$ cat src/rtl/acc_pkg.sv
// Shared types and constants for the accumulator unit: opcode encoding, FSM states and
// the default datapath width.
package acc_pkg;

  localparam int unsigned ACC_W = 8;

  typedef enum logic [2:0] {
    OpLda = 3'd0,
    OpAdd = 3'd1,
    OpSub = 3'd2,
    OpAnd = 3'd3,
    OpOr  = 3'd4,
    OpNot = 3'd5,
    OpMul = 3'd6,
    OpClr = 3'd7
  } acc_op_e;

  typedef enum logic [1:0] {
    StIdle,
    StMul,
    StDone
  } acc_state_e;

endpackage

$ cat src/rtl/acc_addsub.sv
// N-bit combinational ripple adder/subtractor: S = A + (D ? ~B : B) + D, Cout = carry-out.
module acc_addsub #(
  parameter int unsigned N = 8
) (
  input  logic [N-1:0] A,
  input  logic [N-1:0] B,
  input  logic         D,
  output logic [N-1:0] S,
  output logic         Cout
);

  always_comb begin
    logic c;
    logic bx;
    c = D;
    S = '0;
    for (int i = 0; i < int'(N); i++) begin
      bx   = B[i] ^ D;
      S[i] = A[i] ^ bx ^ c;
      c    = (A[i] & bx) | (c & (A[i] ^ bx));
    end
    Cout = c;
  end

endmodule

$ cat src/rtl/acc_unit.sv
// Accumulator unit with single-cycle ALU ops and an N-cycle shift-add multiplier.
// Defining ACC_UNIT_OVF_FLAG_EN adds the flag_v signed-overflow output for ADD/SUB.
module acc_unit
  import acc_pkg::*;
#(
  parameter int unsigned N = ACC_W
) (
  input  logic         clk,
  input  logic         rst,
  input  logic         op_valid,
  output logic         op_ready,
  input  logic [2:0]   op,
  input  logic [N-1:0] operand,
  output logic [N-1:0] acc,
  output logic         res_valid,
  output logic         flag_n,
  output logic         flag_z,
`ifdef ACC_UNIT_OVF_FLAG_EN
  output logic         flag_c,
  output logic         flag_v
`else
  output logic         flag_c
`endif
);

  localparam int unsigned CntW = $clog2(N);

  acc_state_e    state_q;
  logic [N-1:0]  hi_q, lo_q, mcand_q;
  logic [CntW-1:0] cnt_q;

  acc_op_e       op_e;
  logic [N-1:0]  add_a, add_b, sum;
  logic          add_d, cout;
  logic [N-1:0]  hi_n, lo_n;
  logic [N-1:0]  res;
  logic          res_c;
  logic          accept, mul_last;

  assign op_e     = acc_op_e'(op);
  assign op_ready = (state_q == StIdle) && !rst;
  assign accept   = op_valid && op_ready;
  assign mul_last = (state_q == StMul) && (cnt_q == CntW'(N - 1));

  // The adder serves ADD/SUB in IDLE and the partial-product accumulation in MUL.
  always_comb begin
    add_a = acc;
    add_b = operand;
    add_d = (op_e == OpSub);
    if (state_q == StMul) begin
      add_a = hi_q;
      add_b = mcand_q;
      add_d = 1'b0;
    end
  end

  acc_addsub #(.N(N)) u_addsub (
    .A    (add_a),
    .B    (add_b),
    .D    (add_d),
    .S    (sum),
    .Cout (cout)
  );

  // One shift-add step over the {hi, lo} product register.
  always_comb begin
    if (lo_q[0]) {hi_n, lo_n} = {cout, sum, lo_q[N-1:1]};
    else         {hi_n, lo_n} = {1'b0, hi_q, lo_q[N-1:1]};
  end

  always_comb begin
    res   = '0;
    res_c = 1'b0;
    unique case (op_e)
      OpLda: res = operand;
      OpAdd, OpSub: begin
        res   = sum;
        res_c = cout;
      end
      OpAnd: res = acc & operand;
      OpOr:  res = acc | operand;
      OpNot: res = ~acc;
      OpMul: res = acc;
      OpClr: res = '0;
    endcase
  end

  always_ff @(posedge clk) begin
    if (rst) begin
      state_q   <= StIdle;
      acc       <= '0;
      flag_n    <= 1'b0;
      flag_z    <= 1'b1;
      flag_c    <= 1'b0;
      res_valid <= 1'b0;
      hi_q      <= '0;
      lo_q      <= '0;
      mcand_q   <= '0;
      cnt_q     <= '0;
    end else begin
      res_valid <= 1'b0;
      unique case (state_q)
        StIdle: begin
          if (accept) begin
            if (op_e == OpMul) begin
              mcand_q <= acc;
              lo_q    <= operand;
              hi_q    <= '0;
              cnt_q   <= '0;
              state_q <= StMul;
            end else begin
              acc       <= res;
              flag_n    <= res[N-1];
              flag_z    <= (res == '0);
              flag_c    <= res_c;
              res_valid <= 1'b1;
            end
          end
        end
        StMul: begin
          hi_q  <= hi_n;
          lo_q  <= lo_n;
          cnt_q <= cnt_q + 1'b1;
          if (mul_last) begin
            acc       <= lo_n;
            flag_n    <= lo_n[N-1];
            flag_z    <= (lo_n == '0);
            flag_c    <= (hi_n != '0);
            res_valid <= 1'b1;
            state_q   <= StDone;
          end
        end
        StDone:  state_q <= StIdle;
        default: state_q <= StIdle;
      endcase
    end
  end

`ifdef ACC_UNIT_OVF_FLAG_EN
  logic [N-1:0] b_eff;
  logic         res_v;

  assign b_eff = add_d ? ~operand : operand;
  assign res_v = ((op_e == OpAdd) || (op_e == OpSub)) && (acc[N-1] == b_eff[N-1]) &&
                 (sum[N-1] != acc[N-1]);

  always_ff @(posedge clk) begin
    if (rst) begin
      flag_v <= 1'b0;
    end else if (accept && (op_e != OpMul)) begin
      flag_v <= res_v;
    end else if (mul_last) begin
      flag_v <= 1'b0;
    end
  end
`endif

endmodule

$ cat config.mk
export PLATFORM = sky130hd
export DESIGN_NAME = acc_unit
export DESIGN_NICKNAME = d
export VERILOG_FILES = /design/src/rtl/acc_pkg.sv /design/src/rtl/acc_addsub.sv /design/src/rtl/acc_unit.sv
export SDC_FILE = /design/constraint.sdc
export NUM_CORES = 1
export LEC_CHECK = 0
export CORE_AREA = 2 2 69 71
export CTS_BUF_LIST = sky130_fd_sc_hd__clkbuf_8
export DETAILED_ROUTE_END_ITERATION = 8
export DIE_AREA = 0 0 71 73
export GPL_TIMING_DRIVEN = 0
export PLACE_DENSITY = 0.87
export SETUP_SLACK_MARGIN = 0.4
export SLEW_MARGIN = 20
export SYNTH_ARGS = -nofsm -noshare
export SYNTH_HDL_FRONTEND = slang
export SYNTH_SLANG_ARGS = --single-unit
$ cat constraint.sdc
create_clock -name clk -period 10.7 [get_ports clk]
set_input_delay 2.675 -clock clk [delete_from_list [all_inputs] [get_ports clk]]
set_output_delay 2.675 -clock clk [all_outputs]
set_load 0.02 [all_outputs]
Yosys cells after proc, flatten, opt, wreduce, memory -nomap -nowiden
Index checks and enable logic that the tools add are counted.
{"block": "word_totals", "n_memories": 0, "ramBits": 0, "reg_bits": 41, "input_bits": 14, "mem_bits_ro": 0, "latchBits": 0, "elab_cells": 130, "out_inout_bits": 13}
{"block": "op_classes", "eq_ne": 13, "shift": 0, "bitwise": 51, "magnitude_cmp": 0, "n_reduce_logical": 15, "n_mul": 0, "div": 0, "addsub": 1, "muxes": 40}
{"operator": "8-bit two-way mux", "count": 11}
{"operator": "8-bit one-hot mux with 7 select lines", "count": 1}
{"operator": "8-bit one-hot mux with 2 select lines", "count": 3}
{"operator": "1-bit XOR", "count": 24}
{"operator": "1-bit AND", "count": 16}
{"operator": "8-bit zero test", "count": 2}
{"operator": "3-bit == test (second input constant)", "count": 5}
{"operator": "1-bit two-way mux", "count": 14}
{"operator": "3-bit AND reduction", "count": 3}
{"operator": "8-bit AND", "count": 1}
{"operator": "8-bit NOT", "count": 1}
{"operator": "1-bit bitwise OR", "count": 8}
{"operator": "8-bit bitwise OR", "count": 1}
{"operator": "1-bit one-hot mux with 2 select lines", "count": 4}
{"operator": "8-bit nonzero test", "count": 1}
{"operator": "3-bit by 2-bit == test with 1-bit output (second input constant)", "count": 2}
{"operator": "2-bit two-way mux", "count": 3}
{"operator": "3-bit two-way mux", "count": 2}
{"operator": "2-bit inequality test (second input constant)", "count": 3}
{"operator": "3-bit one-hot mux with 2 select lines", "count": 1}
{"operator": "2-bit one-hot mux with 2 select lines", "count": 1}
{"operator": "4-bit AND reduction", "count": 1}
{"operator": "3-bit by 1-bit adder with 3-bit output (second input constant)", "count": 1}
{"operator": "3-bit by 1-bit == test with 1-bit output (second input constant)", "count": 1}
{"operator": "other kinds (8)", "count": 10}

Longest topological paths before layout
{"block": "logic_depth", "word_depth": 24, "mapped_depth": 20, "depth_no_buf": 18}

Hierarchy
Synthesis repeated with hierarchy kept, for this count alone.
{"block": "hier_totals", "cells_unflattened": 347, "hier_area_um2": 2633.8}
{"module": "acc_unit", "instances": 1, "area_per_inst_um2": 2346.0, "seq_area_each_um2": 800.8, "cells_each": 317}
{"module": "acc_addsub", "instances": 1, "area_per_inst_um2": 287.8, "seq_area_each_um2": 0.0, "cells_each": 30}

Worst setup path before layout
No wires, ideal clock.
{"block": "synth_timing", "path_type": "input-to-reg", "start": "input port op[1]", "end": "register acc[7]", "setup_time_ns": 0.071, "path_slack_ns": 3.721, "t_arrival_ns": 6.908, "path_buffers": 1, "cell_stages": 18, "t_required_ns": 10.629, "path_cell_list": "buf_4 -> inv_1 -> nor3_4 -> xnor2_1 -> o21ai_1 -> fa_1 -> fa_1 -> fa_1 -> fa_1 -> fa_1 -> inv_1 -> fa_1 -> inv_1 -> fa_1 -> nor3b_2 -> a2111oi_2 -> or3_1 -> a21oi_1"}
{"block": "synth_via", "elab_chain_cells": 23, "word_cells_on_any_way": 57, "cone_classes": "8 x eq/ne; 7 x mux; 39 x bitwise; 3 x reduce/logical"}
{"element": "from (decl)", "line": "acc_unit.sv:12", "rtl": "input logic [2:0] op,"}
{"element": "3-bit by 2-bit == test with 1-bit output", "line": "acc_unit.sv:49, acc_unit.sv:74"}
{"element": "1-bit two-way mux", "line": "acc_unit.sv:50", "rtl": "if (state_q == StMul) begin"}
{"element": "1-bit XOR", "line": "acc_addsub.sv:18", "rtl": "bx = B[i] ^ D;"}
{"element": "1-bit XOR", "line": "acc_addsub.sv:19, acc_addsub.sv:20"}
{"element": "1-bit AND", "line": "acc_addsub.sv:20", "rtl": "c = (A[i] & bx) | (c & (A[i] ^ bx));"}
{"element": "1-bit bitwise OR", "line": "acc_addsub.sv:20"}
{"element": "1-bit AND", "line": "acc_addsub.sv:20"}
{"element": "1-bit bitwise OR", "line": "acc_addsub.sv:20"}
{"element": "(+7 left out)"}
{"element": "1-bit bitwise OR", "line": "acc_addsub.sv:20"}
{"element": "1-bit AND", "line": "acc_addsub.sv:20"}
{"element": "1-bit bitwise OR", "line": "acc_addsub.sv:20"}
{"element": "1-bit XOR", "line": "acc_addsub.sv:19", "rtl": "S[i] = A[i] ^ bx ^ c;"}
{"element": "8-bit one-hot mux with 7 select lines", "line": "acc_unit.sv:74", "rtl": "unique case (op_e)"}
{"element": "8-bit two-way mux", "line": "acc_unit.sv:105", "rtl": "if (op_e == OpMul) begin"}
{"element": "8-bit two-way mux", "line": "acc_unit.sv:104", "rtl": "if (accept) begin"}
{"element": "8-bit one-hot mux with 2 select lines", "line": "acc_unit.sv:102", "rtl": "unique case (state_q)"}
{"element": "to (signal assigned)", "line": "acc_unit.sv:112", "rtl": "acc <= res;"}
{"element": "to (signal assigned)", "line": "acc_unit.sv:125", "rtl": "acc <= lo_n;"}
{"element": "to (decl)", "line": "acc_unit.sv:14", "rtl": "output logic [N-1:0] acc,"}
Several ways; a longest one is shown, not always the timed one. The select of a mux whose other input is x is not followed.
A chain may end at the register's enable or synchronous reset.

Worst setup path after layout
{"block": "layout_timing", "start": "input port op[1]", "end": "register flag_z"}
{"block": "layout_via", "elab_chain_cells": 24, "word_cells_on_any_way": 65, "cone_classes": "8 x eq/ne; 7 x mux; 45 x bitwise; 5 x reduce/logical"}
{"element": "3-bit by 2-bit == test with 1-bit output", "line": "acc_unit.sv:49, acc_unit.sv:74"}
{"element": "1-bit two-way mux", "line": "acc_unit.sv:50"}
{"element": "1-bit XOR", "line": "acc_addsub.sv:18"}
{"element": "1-bit XOR", "line": "acc_addsub.sv:19, acc_addsub.sv:20"}
{"element": "1-bit AND", "line": "acc_addsub.sv:20"}
{"element": "1-bit bitwise OR", "line": "acc_addsub.sv:20"}
{"element": "1-bit AND", "line": "acc_addsub.sv:20"}
{"element": "1-bit bitwise OR", "line": "acc_addsub.sv:20"}
{"element": "(+8 left out)"}
{"element": "1-bit AND", "line": "acc_addsub.sv:20"}
{"element": "1-bit bitwise OR", "line": "acc_addsub.sv:20"}
{"element": "1-bit XOR", "line": "acc_addsub.sv:19"}
{"element": "8-bit one-hot mux with 7 select lines", "line": "acc_unit.sv:74"}
{"element": "8-bit zero test", "line": "acc_unit.sv:114", "rtl": "flag_z <= (res == '0);"}
{"element": "1-bit two-way mux", "line": "acc_unit.sv:105"}
{"element": "1-bit two-way mux", "line": "acc_unit.sv:104"}
{"element": "1-bit one-hot mux with 2 select lines", "line": "acc_unit.sv:102"}
{"element": "to (signal assigned)", "line": "acc_unit.sv:114"}
{"element": "to (signal assigned)", "line": "acc_unit.sv:127", "rtl": "flag_z <= (lo_n == '0);"}
{"element": "to (decl)", "line": "acc_unit.sv:17", "rtl": "output logic flag_z,"}
Several ways; a longest one is shown, not always the timed one. The select of a mux whose other input is x is not followed.

==> impl_metrics.toml <==
[critical_path]
crit_arrival_ns = 7.99
r2r_start = "state_q[0]"
max_stage_delay_ns = 0.50
crit_required_ns = 10.93
worst-setup-path-type = "input port to flip-flop"
slowest_stage = "clkdlybuf4s50_1"
crit_end = "flag_z"
crit_start = "op[1]"
r2r-end = "flag_z"
cp_max_fo = 10
path_cells = "clkdlybuf4s50_1 -> buf_4 -> inv_1 -> nor3_4 -> xnor2_1 -> o21ai_1 -> fa_1 -> fa_1 -> fa_1 -> fa_1 -> fa_1 -> inv_1 -> fa_1 -> inv_1 -> fa_1 -> nor3b_2 -> a2111oi_2 -> nand4_1 -> o21ai_1"
startpoint_type = "input port"
crit_path_end_kind = "flip-flop"
cp_common_cell = "fa_1"
r2r_slack_ns = 5.18
worstRegToRegCells = 17

[timing]
post-route-min-period_ns = 7.76
rsz0062_at_grt = "false"
hold_viol = 0
worstMarginPinSlew_ns = 0.607
whs_ns = 0.465
fin_skew_ns = 0.00895
finalSetupViolations = 0
maxSlewViolCount = 0
tns_ns = 0
max_slew_margin_pct = 59.5
timing.fmax_mhz = 129
timing.final.crit_share_pct = 72.5

[logic_synthesis]
ys_ff_latch = 40
avgSynthCellArea_um2 = 8.01
ys_types = 54
yosysSeqAreaShare_pct = 31.1
synth_largest_area_cell = "dfxtp_1"
synth_flop_cell = "dfxtp_1"
synth_area_mm2 = 0.00258
synth_enable_flop_cells = 0
yosysWarnings = 0
synthCells = 322
synthArstFlopShare_pct = 0
synth_top_cell_area_share_pct = 31.1
synth_nets = 345
synthTopCellsByArea = "dfxtp_1 (31%), nand2_1 (11%), a21oi_1 (5.8%)"

[die]
pin_count = 27
dieArea_mm2 = 0.00518
rows = 25
fp.dieH_um = 73
start_util_pct = 56.9
coreArea_mm2 = 0.00454
die_w_um = 71

[routing]
wl_per_cell_um = 18.6
vias = 2573
drt_wl_total_mm = 7.57
ant_nets = 0
drc_errors = 0
viasPerCell = 6.31
drtPass1Iterations = 6
drt-initial-drc-count = 350

[placement]
place.gp.congestion = 0.990
place_area_mm2 = 0.00289
place_hpwl_mm = 5.60
placedCellCount = 400
io_buffers = 24

[job]
maxCapViolCount = 0

[clocking]
postCtsResizedCells = 0
clkSinkCount = 40
tritoncts = "done"
cts_buffer_depth = 2
cts_hold_buf = 0
cts_made_buffers = 5
clock_latency_ns = 0.30
ctsHtreeMaxLevel = 2
cts_root_buf = "clkbuf_8"
clk_pin_slew_worst_paths_ns = 0.08
cts_setup_buffers = 0

[global_route]
track_usage_pct = 30.5
antenna_found_initial = 0
grt_pass1_wl_mm = 12.1
grt_max_degree = 13
first_global_vias = 2317
overflow = 0

[power_and_ir_drop]
net-switching-power_mw = 0.103
p_comb_share_pct = 21.6
pwr-share-clk_pct = 34.2
switching_share_pct = 28.9
ir_worst_vdd_mv = 0.0771
power.density_mw_per_mm2 = 119
internal_power_mw = 0.253
leakage_nw = 1.11
seq_power_share_pct = 44.2

[outcome]
outcome = "finished clean"

[final_layout]
area_growth_pct = 16.1
layout_commonest_cell = "nand2_1"
utilization_pct = 66.0
layout.nets = 376
final_cell_mix = "nand2_1 (74), dfxtp_1 (40), a21oi_1 (30)"
diodes = 0
drive_above_1_share_pct = 9.04
fin_area_mm2 = 0.00299
fillers = 388
stdcell_count = 408

[min_path]
hold_path.class = "flip-flop to flip-flop"
holdPathStages = 2
cell usage after synthesis (7+ instances only):
library cell	number
a211o_1	7
a21oi_1	30
a311oi_1	8
buf_2	9
clkbuf_1	8
dfxtp_1	40
fa_1	7
mux2i_1	7
nand2_1	74
nor2_1	23
xnor2_1	10
per-stage QoR:
stage          total power, mW  worst slack (ns)
5_1_grt                  0.370              2.76
6_report                 0.356              2.94
3_5_place_dp             0.235              2.72
3_3_place_gp             0.234              2.87
4_1_cts                  0.355              3.02
2_1_floorplan            0.208              3.72
sequential cells by signal (all words and copies together) (netlist names):
name / cells
hi_q: 8
flag_z: 1
acc: 8
lo_q: 8
state_q: 2
mcand_q: 8
res_valid: 1
flag_c: 1
cnt_q: 3
area by class of cell:
cell class / instances / area, um2 / share of cell area [%]
buffer: 27 / 150 / 5.01
clock buffer: 5 / 68.8 / 2.30
clock inverter: 3 / 38.8 / 1.30
inverter: 6 / 22.5 / 0.752
multi-input combinational: 249 / 1610 / 53.6
sequential: 40 / 801 / 26.7
tap: 54 / 67.6 / 2.26
timing repair buffer: 24 / 240 / 8.02
cell families (layout without fill, tap and decap cells):
group                      Yosys count  after routing  synth area share [%]
xor gates and xnor gates            11             11                  4.03
AOI/OAI and AO/OA                   88             88                  24.0
buffers and inverters               33             65                  6.70
adders and majority gates            9              9                  6.40
muxes                                7              7                  2.72
and+or+nand+nor                    134            134                  25.1
DFF                                 40             40                  31.1
power groups by stage:
stage | combinational [mW] | clock [mW] | sequential, mW
floorplan | 0.0467 | 0 | 0.162
global placement | 0.0729 | 0 | 0.161
detailed placement | 0.0745 | 0 | 0.161
CTS | 0.0751 | 0.123 | 0.157
global route | 0.0819 | 0.130 | 0.158
finish | 0.0769 | 0.122 | 0.157
worst min path at each step:
stage                from         end
6_report       mcand_q[5]  mcand_q[5]
5_1_grt        mcand_q[1]  mcand_q[1]
3_3_place_gp       flag_c      flag_c
4_1_cts        mcand_q[1]  mcand_q[1]
3_5_place_dp   mcand_q[1]  mcand_q[1]
2_1_floorplan  mcand_q[1]  mcand_q[1]
critical path, delay by kind of cell:
| kind | cells | cell delay, ns |
|---|---|---|
| AOI/OAI and AO/OA | 3 | 0.63 |
| xor gates and xnor gates | 1 | 0.18 |
| adders and majority gates | 7 | 2.69 |
| buffers and inverters | 5 | 0.99 |
| and+or+nand+nor | 3 | 0.81 |
layer usage:
layer / global-route usage, % / wire length, um
met5: 0 / 0
met2: 46.9 / 3420
met4: 9.22 / 155
met3: 5.52 / 764
met1: 43.7 / 3230
Power figures use the tool's default switching activity.
